$ cat src/rtl/window_scheduler_pkg.sv
// Shared types and field widths for the convolution window scheduler.
package conv_sched_pkg;

  localparam int STRIDE_W = 3;
  localparam int FS_W     = 4;
  localparam int NF_W     = 3;

  typedef enum logic [1:0] {
    S_IDLE = 2'd0,
    S_RUN  = 2'd1,
    S_DONE = 2'd2
  } state_t;

endpackage

$ cat src/rtl/window_scheduler_if.sv
// Tap stream between the scheduler (master) and the MAC datapath (slave).
interface window_scheduler_if #(
  parameter int DATA_AW = 5,
  parameter int FILT_AW = 6
);
  logic               valid;
  logic               ready;
  logic [DATA_AW-1:0] data_addr;
  logic [FILT_AW-1:0] filter_addr;
  logic               win_last;
  logic               row_last;
  logic               all_last;

  modport master (
    output valid, data_addr, filter_addr, win_last, row_last, all_last,
    input  ready
  );

  modport slave (
    input  valid, data_addr, filter_addr, win_last, row_last, all_last,
    output ready
  );
endinterface

$ cat src/rtl/window_scheduler_tap_counter.sv
// Stepping counter that returns to zero when the next step would pass its terminal value.
module tap_counter #(
  parameter int W = 4
) (
  input  logic         clk,
  input  logic         rst,
  input  logic         clear,
  input  logic         en,
  input  logic [W-1:0] step,
  input  logic [W-1:0] term,
  output logic [W-1:0] count,
  output logic         wrap
);

  logic [W:0] sum;

  assign sum  = {1'b0, count} + {1'b0, step};
  assign wrap = (sum > {1'b0, term});

  always_ff @(posedge clk) begin
    if (!rst || clear) begin
      count <= '0;
    end else if (en) begin
      count <= wrap ? '0 : sum[W-1:0];
    end
  end

endmodule

$ cat src/rtl/window_scheduler.sv
// Walks filter f, window base b and tap k over a data row, issuing one
// data/filter address pair per accepted tap.
//
// state  | meaning
// S_IDLE | waiting for start; config inputs sampled here
// S_RUN  | issuing taps, one per valid&&ready
// S_DONE | one-cycle end-of-pass pulse (also after a rejected config)
module window_scheduler
  import conv_sched_pkg::*;
#(
  parameter int DATA_AW = 5,
  parameter int FILT_AW = 6
) (
  input  logic                clk,
  input  logic                rst,
  input  logic                start,
  input  logic [STRIDE_W-1:0] stride,
  input  logic [FS_W-1:0]     filter_size,
  input  logic [DATA_AW:0]    row_len,
  input  logic [NF_W-1:0]     num_filters,
  input  logic [DATA_AW-1:0]  data_base,
  window_scheduler_if.master  tap,
  output logic                busy,
  output logic                done,
  output logic                err
);

  localparam int BW = DATA_AW + 1;
  localparam int PW = NF_W + FS_W;

  state_t state, state_next;

  logic [STRIDE_W-1:0] stride_q;
  logic [FS_W-1:0]     fs_q;
  logic [BW-1:0]       row_len_q;
  logic [NF_W-1:0]     nf_q;
  logic [DATA_AW-1:0]  base_q;

  logic [FS_W-1:0] k_cnt;
  logic [BW-1:0]   b_cnt;
  logic [NF_W-1:0] f_cnt;
  logic            k_wrap, b_wrap, f_wrap;

  logic [7:0]    fan;
  logic [PW-1:0] f_base;
  logic          cfg_legal, accept, reject, hs;

  // Total filter-buffer footprint must fit the filter address space.
  assign fan       = 8'(num_filters) * 8'(filter_size);
  assign cfg_legal = (stride != '0) && (filter_size != '0) && (num_filters != '0) &&
                     (32'(filter_size) <= 32'(row_len)) &&
                     (32'(fan) <= (32'd1 << FILT_AW));

  assign accept = (state == S_IDLE) && start && cfg_legal;
  assign reject = (state == S_IDLE) && start && !cfg_legal;
  assign hs     = tap.valid && tap.ready;

  always_ff @(posedge clk) begin
    if (!rst) begin
      state <= S_IDLE;
    end else begin
      state <= state_next;
    end
  end

  always_comb begin
    state_next = state;
    case (state)
      S_IDLE: begin
        if (accept)      state_next = S_RUN;
        else if (reject) state_next = S_DONE;
      end
      S_RUN:   if (hs && tap.all_last) state_next = S_DONE;
      S_DONE:  state_next = S_IDLE;
      default: state_next = S_IDLE;
    endcase
  end

  always_ff @(posedge clk) begin
    if (!rst) begin
      stride_q  <= '0;
      fs_q      <= '0;
      row_len_q <= '0;
      nf_q      <= '0;
      base_q    <= '0;
    end else if (accept) begin
      stride_q  <= stride;
      fs_q      <= filter_size;
      row_len_q <= row_len;
      nf_q      <= num_filters;
      base_q    <= data_base;
    end
  end

  always_ff @(posedge clk) begin
    if (!rst) begin
      err <= 1'b0;
    end else if (accept) begin
      err <= 1'b0;
    end else if (reject) begin
      err <= 1'b1;
    end
  end

  tap_counter #(.W(FS_W)) u_k (
    .clk   (clk),
    .rst   (rst),
    .clear (accept),
    .en    (hs),
    .step  (FS_W'(1)),
    .term  (fs_q - FS_W'(1)),
    .count (k_cnt),
    .wrap  (k_wrap)
  );

  // Terminal for b is the last base whose window still fits in the row.
  tap_counter #(.W(BW)) u_b (
    .clk   (clk),
    .rst   (rst),
    .clear (accept),
    .en    (hs && k_wrap),
    .step  (BW'(stride_q)),
    .term  (row_len_q - BW'(fs_q)),
    .count (b_cnt),
    .wrap  (b_wrap)
  );

  tap_counter #(.W(NF_W)) u_f (
    .clk   (clk),
    .rst   (rst),
    .clear (accept),
    .en    (hs && k_wrap && b_wrap),
    .step  (NF_W'(1)),
    .term  (nf_q - NF_W'(1)),
    .count (f_cnt),
    .wrap  (f_wrap)
  );

  assign f_base = PW'(f_cnt) * PW'(fs_q);

  assign tap.valid       = (state == S_RUN);
  assign tap.data_addr   = DATA_AW'(BW'(base_q) + b_cnt + BW'(k_cnt));
  assign tap.filter_addr = FILT_AW'(f_base) + FILT_AW'(k_cnt);
  assign tap.win_last    = tap.valid && k_wrap;
  assign tap.row_last    = tap.win_last && b_wrap;
  assign tap.all_last    = tap.row_last && f_wrap;

  assign busy = (state == S_RUN);
  assign done = (state == S_DONE);

endmodule

$ cat src/flat_wrapper.sv
// flat-port wrapper written by rule: the top's interface ports become plain ports
module window_scheduler_flat import conv_sched_pkg::*;
#(
  parameter int DATA_AW = 5,
  parameter int FILT_AW = 6
)
  (clk, rst, start, stride, filter_size, row_len, num_filters, data_base, busy, done, err, tap_valid, tap_data_addr, tap_filter_addr, tap_win_last, tap_row_last, tap_all_last, tap_ready);
  window_scheduler_if #(.DATA_AW(DATA_AW), .FILT_AW(FILT_AW)) tap_i ();
  input  logic clk;
  input  logic rst;
  input  logic start;
  input  logic [STRIDE_W-1:0] stride;
  input  logic [FS_W-1:0] filter_size;
  input  logic [DATA_AW:0] row_len;
  input  logic [NF_W-1:0] num_filters;
  input  logic [DATA_AW-1:0] data_base;
  output logic busy;
  output logic done;
  output logic err;
  output wire logic [$bits(tap_i.valid)-1:0] tap_valid;
  output wire logic [$bits(tap_i.data_addr)-1:0] tap_data_addr;
  output wire logic [$bits(tap_i.filter_addr)-1:0] tap_filter_addr;
  output wire logic [$bits(tap_i.win_last)-1:0] tap_win_last;
  output wire logic [$bits(tap_i.row_last)-1:0] tap_row_last;
  output wire logic [$bits(tap_i.all_last)-1:0] tap_all_last;
  input wire logic [$bits(tap_i.ready)-1:0] tap_ready;
  assign tap_valid = tap_i.valid;
  assign tap_data_addr = tap_i.data_addr;
  assign tap_filter_addr = tap_i.filter_addr;
  assign tap_win_last = tap_i.win_last;
  assign tap_row_last = tap_i.row_last;
  assign tap_all_last = tap_i.all_last;
  assign tap_i.ready = tap_ready;
  window_scheduler #(.DATA_AW(DATA_AW), .FILT_AW(FILT_AW)) u_core (.clk(clk), .rst(rst), .start(start), .stride(stride), .filter_size(filter_size), .row_len(row_len), .num_filters(num_filters), .data_base(data_base), .tap(tap_i), .busy(busy), .done(done), .err(err));
endmodule
$ cat config.mk
export PLATFORM = sky130hd
export DESIGN_NAME = window_scheduler_flat
export DESIGN_NICKNAME = d
export VERILOG_FILES = /design/src/rtl/window_scheduler_pkg.sv /design/src/rtl/window_scheduler_if.sv /design/src/rtl/window_scheduler_tap_counter.sv /design/src/rtl/window_scheduler.sv /design/src/flat_wrapper.sv
export SDC_FILE = /design/constraint.sdc
export NUM_CORES = 1
export LEC_CHECK = 0
export CAP_MARGIN = 25
export CORE_MARGIN = 2
export CORE_UTILIZATION = 45
export DETAILED_ROUTE_END_ITERATION = 10
export GPL_ROUTABILITY_DRIVEN = 1
export GPL_TIMING_DRIVEN = 0
export HOLD_SLACK_MARGIN = 0.06
export PLACE_DENSITY = 0.68
export SETUP_SLACK_MARGIN = 0.15
export SYNTH_ARGS = -nofsm -noshare
export SYNTH_HDL_FRONTEND = slang
export SYNTH_SLANG_ARGS = --single-unit
$ cat constraint.sdc
create_clock -name clk -period 2.8 [get_ports clk]
set_input_delay 0.28 -clock clk [delete_from_list [all_inputs] [get_ports clk]]
set_output_delay 0.28 -clock clk [all_outputs]
set_load 0.01 [all_outputs]
# Yosys cells after proc, flatten, opt, wreduce, memory -nomap -nowiden
# Index checks and enable logic that the tools add are counted.
word_totals:
  register_bits: 37
  inputBits: 25
  out_inout_bits: 18
  elab_cells: 61
op_classes:
  n_addsub: 9
  mul: 2
  magnitude_cmp: 5
  eq_ne: 4
  mux: 7
  n_bitwise: 1
  n_reduce_logical: 23
op_table:
  columns: ["op", "count"]
  rows:
  - ["logical AND 1 bit", 14]
  - ["adder 6 x 3 -> 7 bit", 1]
  - ["greater-than comparator 7 x 6 -> 1 bit", 1]
  - ["less-or-equal comparator 7 bit, second input constant", 1]
  - ["multiplier 3 x 4 -> 7 bit", 1]
  - ["adder 6 x 4 -> 6 bit", 1]
  - ["less-or-equal comparator 4 x 6 -> 1 bit", 1]
  - ["multiplier 3 x 4 -> 6 bit", 1]
  - ["two-way mux 2 bit", 3]
  - ["two-way mux 6 bit", 1]
  - ["nonzero test 3 bit", 2]
  - ["subtractor 6 x 4 -> 6 bit", 1]
  - ["adder 4 x 1 -> 5 bit, second input constant", 1]
  - ["adder 5 x 4 -> 5 bit", 1]
  - ["adder 5 bit", 1]
  - ["greater-than comparator 5 x 4 -> 1 bit", 1]
  - ["adder 3 x 1 -> 4 bit, second input constant", 1]
  - ["greater-than comparator 4 x 3 -> 1 bit", 1]
  - ["two-way mux 4 bit", 1]
  - ["one-hot mux 2 bit (2 select lines)", 1]
  - ["nonzero test 4 bit", 1]
  - ["subtractor 4 x 1 -> 4 bit, second input constant", 1]
  - ["two-way mux 3 bit", 1]
  - ["!= test 3 x 2 -> 1 bit, second input constant", 1]
  - ["10 further kinds", 11]

# Longest topological paths before layout
logic_depth:
  depth_word: 10
  ltp_mapped: 14
  depth_no_buf: 14

# Cells and area by module
# A second synthesis with hierarchy kept.
hier_totals:
  cells_unflattened: 394
  area_unflattened_um2: 3529.6
modules_own_cells:
  columns: ["mod", "n_inst", "cells_each", "area_each_um2", "seq_area_each_um2"]
  rows:
  - ["window_scheduler", 1, 266, 2298.5, 480.5]
  - ["tap_counter at u_core.u_b", 1, 61, 571.8, 120.1]
  - ["tap_counter at u_core.u_k", 1, 35, 372.9, 80.1]
  - ["tap_counter at u_core.u_f", 1, 32, 286.5, 60.1]

# Worst setup path after synthesis
# OpenSTA, ideal clock, no wires.
synth_path:
  path_kind: "register to output"
  start: "register u_core.u_f.count[2]"
  end: "output tap_filter_addr[5]"
  t_arrival_ns: 2.689
  required_time_ns: 2.520
  slack_ns: -0.169
  stages_incl_launch_ff: 11
  path_buffers: 1
  cell_sequence: "dfxtp_1 -> clkbuf_1 -> and2_1 -> fa_1 -> inv_1 -> fa_1 -> inv_1 -> fa_1 -> a21o_1 -> a21oi_1 -> xnor2_1"
synth_via:
  elab_chain_len: 2
synth_rtl:
  columns: ["element", "line", "rtl"]
  rows:
  - ["start: declaration", "window_scheduler_tap_counter.sv:11", "output logic [W-1:0] count,"]
  - ["start signal: assignment", "window_scheduler_tap_counter.sv:24", "count <= wrap ? '0 : sum[W-1:0];"]
  - ["multiplier 3 x 4 -> 6 bit", "window_scheduler.sv:139", "assign f_base = PW'(f_cnt) * PW'(fs_q);"]
  - ["adder 6 x 4 -> 6 bit", "window_scheduler.sv:143", "assign tap.filter_addr = FILT_AW'(f_base) + FILT_AW'(k_cnt);"]
  - ["end: declaration", "flat_wrapper.sv:22", "output wire logic [$bits(tap_i.filter_addr)-1:0] tap_filter_addr;"]
# No other way between the ends.

# Worst setup path in the final report
# Same ends and word-level chain as after synthesis.

==> results_dict.tcl <==
set metrics [dict create \
    cp.arrival_ps 2890 \
    yosysWarnings 0 \
    setup_ws_ps -372 \
    wl_per_cell_um 15.9 \
    drc_errors 0 \
    cts_buffers 5 \
    powerDensity_nw_per_um2 374 \
    clock.fmax_mhz 315 \
    hp-start "filter_size[1]" \
    postLayoutCoreUtil 0.661 \
    synth_edf_count 0 \
    coreArea_um2 7250 \
    grt_max_degree 12 \
    power_leakage_nw 2.19 \
    clk_latency_ps 300 \
    grt_first_pass_wirelength_um 14600 \
    hold_viol 0 \
    die_width_um 90.6 \
    worstSetupPathType "flop to output port" \
    yosys.area_share.xor_xnor 0.0597 \
    wl_met2_um 4670 \
    critPathCaptureType "output port" \
    cts_max_level 2 \
    antenna_cells 0 \
    hpwl_um 6180 \
    routed_wl_um 9200 \
    required_ps 2520 \
    reg2regPathDepth 15 \
    drive_gt1_frac 0.313 \
    wl_met3_um 430 \
    row_count 31 \
    clk_pin_slew_ps 80 \
    place_ws_ps -896 \
    cts-root-buf "clkbuf_8" \
    rsz0062_at_grt "true" \
    slew_headroom 0.583 \
    io_buffers 41 \
    synth_top_family_by_area "adder cells" \
    ant_nets 0 \
    min_path_cells 3 \
    synth_cell_types 52 \
    layout_min_cycle_time_ps 3170 \
    cts_tree "yes" \
    clockBufferDepth 2 \
    grt_pass1_vias 3024 \
    final_common_cell "nand2_1" \
    r2r_end "u_core.u_f.count[0]$_SDFFE_PP0P_" \
    die_area_um2 8210 \
    layout_common_cells "nand2_1, ha_1, inv_1" \
    tightest_slew_ps 626 \
    crit_chain "buf_8, and2_4, fa_1, inv_1, fa_1, inv_2, fa_2, a21o_1, a21oi_2, xnor2_2, buf_2" \
    cts.sinks 37 \
    syn_inst 391 \
    ir_worst_vdd_v 0.000192 \
    failed_checks "setup timing" \
    whs_ps 235 \
    reg2reg_setup_slack_ps -200 \
    cp-startpoint "u_core.u_f.count[2]$_SDFFE_PP0P_" \
    avgSynthCellArea_um2 8.63 \
    pin_count 43 \
    cap_violations 0 \
    synthToLayoutAreaGrowth_pct 42.1 \
    critPathMaxStageDelay_ps 520 \
    drv_slew 0 \
    ys_seq_area_frac 0.220 \
    crit_top_cell "fa_1" \
    via_per_inst 5.43 \
    fin_worst_skew_ps 5.82 \
    synth-compound-area-share 0.137 \
    min_path_type "primary input to flop" \
    route.top_layer_used "met4" \
    finalNetCount 565 \
    muxShareOfSynthArea 0.0534 \
    synthAdderAreaFrac 0.260 \
    startpoint_type "flop" \
    initial_core_util 0.465 \
    syn_nets 477 \
    holdPathEnd "u_core.fs_q[1]$_SDFFE_PN0P_" \
    met1Wirelength_um 3870 \
    setup_violations 15 \
    routabilityCongestion 0.767 \
    grt.total_usage 0.217 \
    crit_fanout 3 \
    die_h_um 90.6 \
    yosys.area_share.simple 0.206 \
    route.vias.total 3142 \
    synth_area_um2 3370 \
    slowest_stage "fa_1" \
    drt_iter0_markers 98 \
    ys.flop_type "dfxtp_1" \
    antenna_found_initial 0 \
    status "finished, violations left" \
    overflow 0 \
    finalCritPeriodShare 1.13 \
    timing.rr.start "u_core.fs_q[1]$_SDFFE_PN0P_" \
    drtPass1Iterations 4 \
    async_flop_share 0 \
    ys_ff_latch 37 \
]
## critical path, delay by kind of cell (launching register included)
family	cells	cell delay, ps
compound gates	2	340
xor+xnor	1	110
fa+ha+maj	3	1340
buf+inv	4	350
flops	1	330
simple gates	1	130
## metrics by stage
| step | instance area (um2) | std cells | total power, W | TNS (ps) |
|---|---|---|---|---|
| after global routing | 4790 | 579 | 0.00188 | -4650 |
| after floorplan | 3490 | 391 | 0.000968 | 0 |
| after CTS | 4560 | 570 | 0.00171 | -2260 |
| after global placement | 4030 | 531 | 0.00112 | -32760 |
| after detailed placement | 4030 | 531 | 0.00114 | -32760 |
| final | 4790 | 579 | 0.00180 | -2880 |
## timing repair
item / in CTS / in global routing
pin swaps: 32 / 27
setup buffers: 29 / 9
hold buffers: 0 / 0
resized for setup: 117 / 40
endpoints found under the setup margin: 47 / 42
cloned: 2 / 0
## final cells by class
type	instances	area (um2)
Clock buffer	7	96.3
Clock inverter	1	5.00
Buffer	13	125
Timing Repair Buffer	81	783
Inverter	40	153
Sequential cell	37	768
Tap cell	99	124
Multi-Input combinational cell	301	2740
Fill cell	574	2460
## synthesized netlist by cell type (all sizes together) (7+ instances only)
master | instances | area share
nand2 | 56 | 0.065
ha | 46 | 0.17
inv | 39 | 0.043
dfxtp | 37 | 0.22
a21oi | 18 | 0.027
mux2i | 18 | 0.053
xnor2 | 17 | 0.044
fa | 15 | 0.089
and2 | 14 | 0.026
nor3 | 14 | 0.021
nor2 | 12 | 0.016
nand3 | 11 | 0.019
a21o | 9 | 0.020
clkbuf | 8 | 0.0089
o21ai | 8 | 0.012
or3 | 7 | 0.013
## cells by family (layout without fill, tap and decap cells)
family | Yosys count | count (layout)
flops | 37 | 37
simple gates | 136 | 136
buf+inv | 53 | 142
mux | 18 | 18
fa+ha+maj | 61 | 61
xor+xnor | 23 | 23
compound gates | 63 | 63
## registers in the layout (all words and copies together), names as in the netlist
name	flops
u_core.u_f.count	3
u_core.base_q	5
u_core.stride_q	3
u_core.u_b.count	6
u_core.err	1
u_core.fs_q	4
u_core.row_len_q	6
u_core.state	2
u_core.u_k.count	4
u_core.nf_q	3
## metal layers
metal | up-vias | GRT usage
met5 | - | 0
met2 | 116 | 0.405
met4 | 0 | 0.0462
met1 | 1481 | 0.267
li1 | 1519 | -
met3 | 26 | 0.0250
## power by group
group          switching (W)  internal [W]  total [W]
sequential         0.0000370      0.000558   0.000595
clock               0.000205      0.000223   0.000428
combinational       0.000369      0.000403   0.000772
total               0.000611       0.00118    0.00179
## worst max path at each step
stage / endpoint / slack, ps / cells past startpoint
finish: tap_filter_addr[5] / -370 / 11
global route: tap_filter_addr[5] / -470 / 11
CTS: tap_filter_addr[5] / -410 / 11
detailed placement: u_core.base_q[2]$_SDFFE_PN0P_ / -900 / 13
global placement: u_core.nf_q[1]$_SDFFE_PN0P_ / -900 / 13
floorplan: tap_filter_addr[5] / 50 / 10
(Power assumes the default switching activity.)
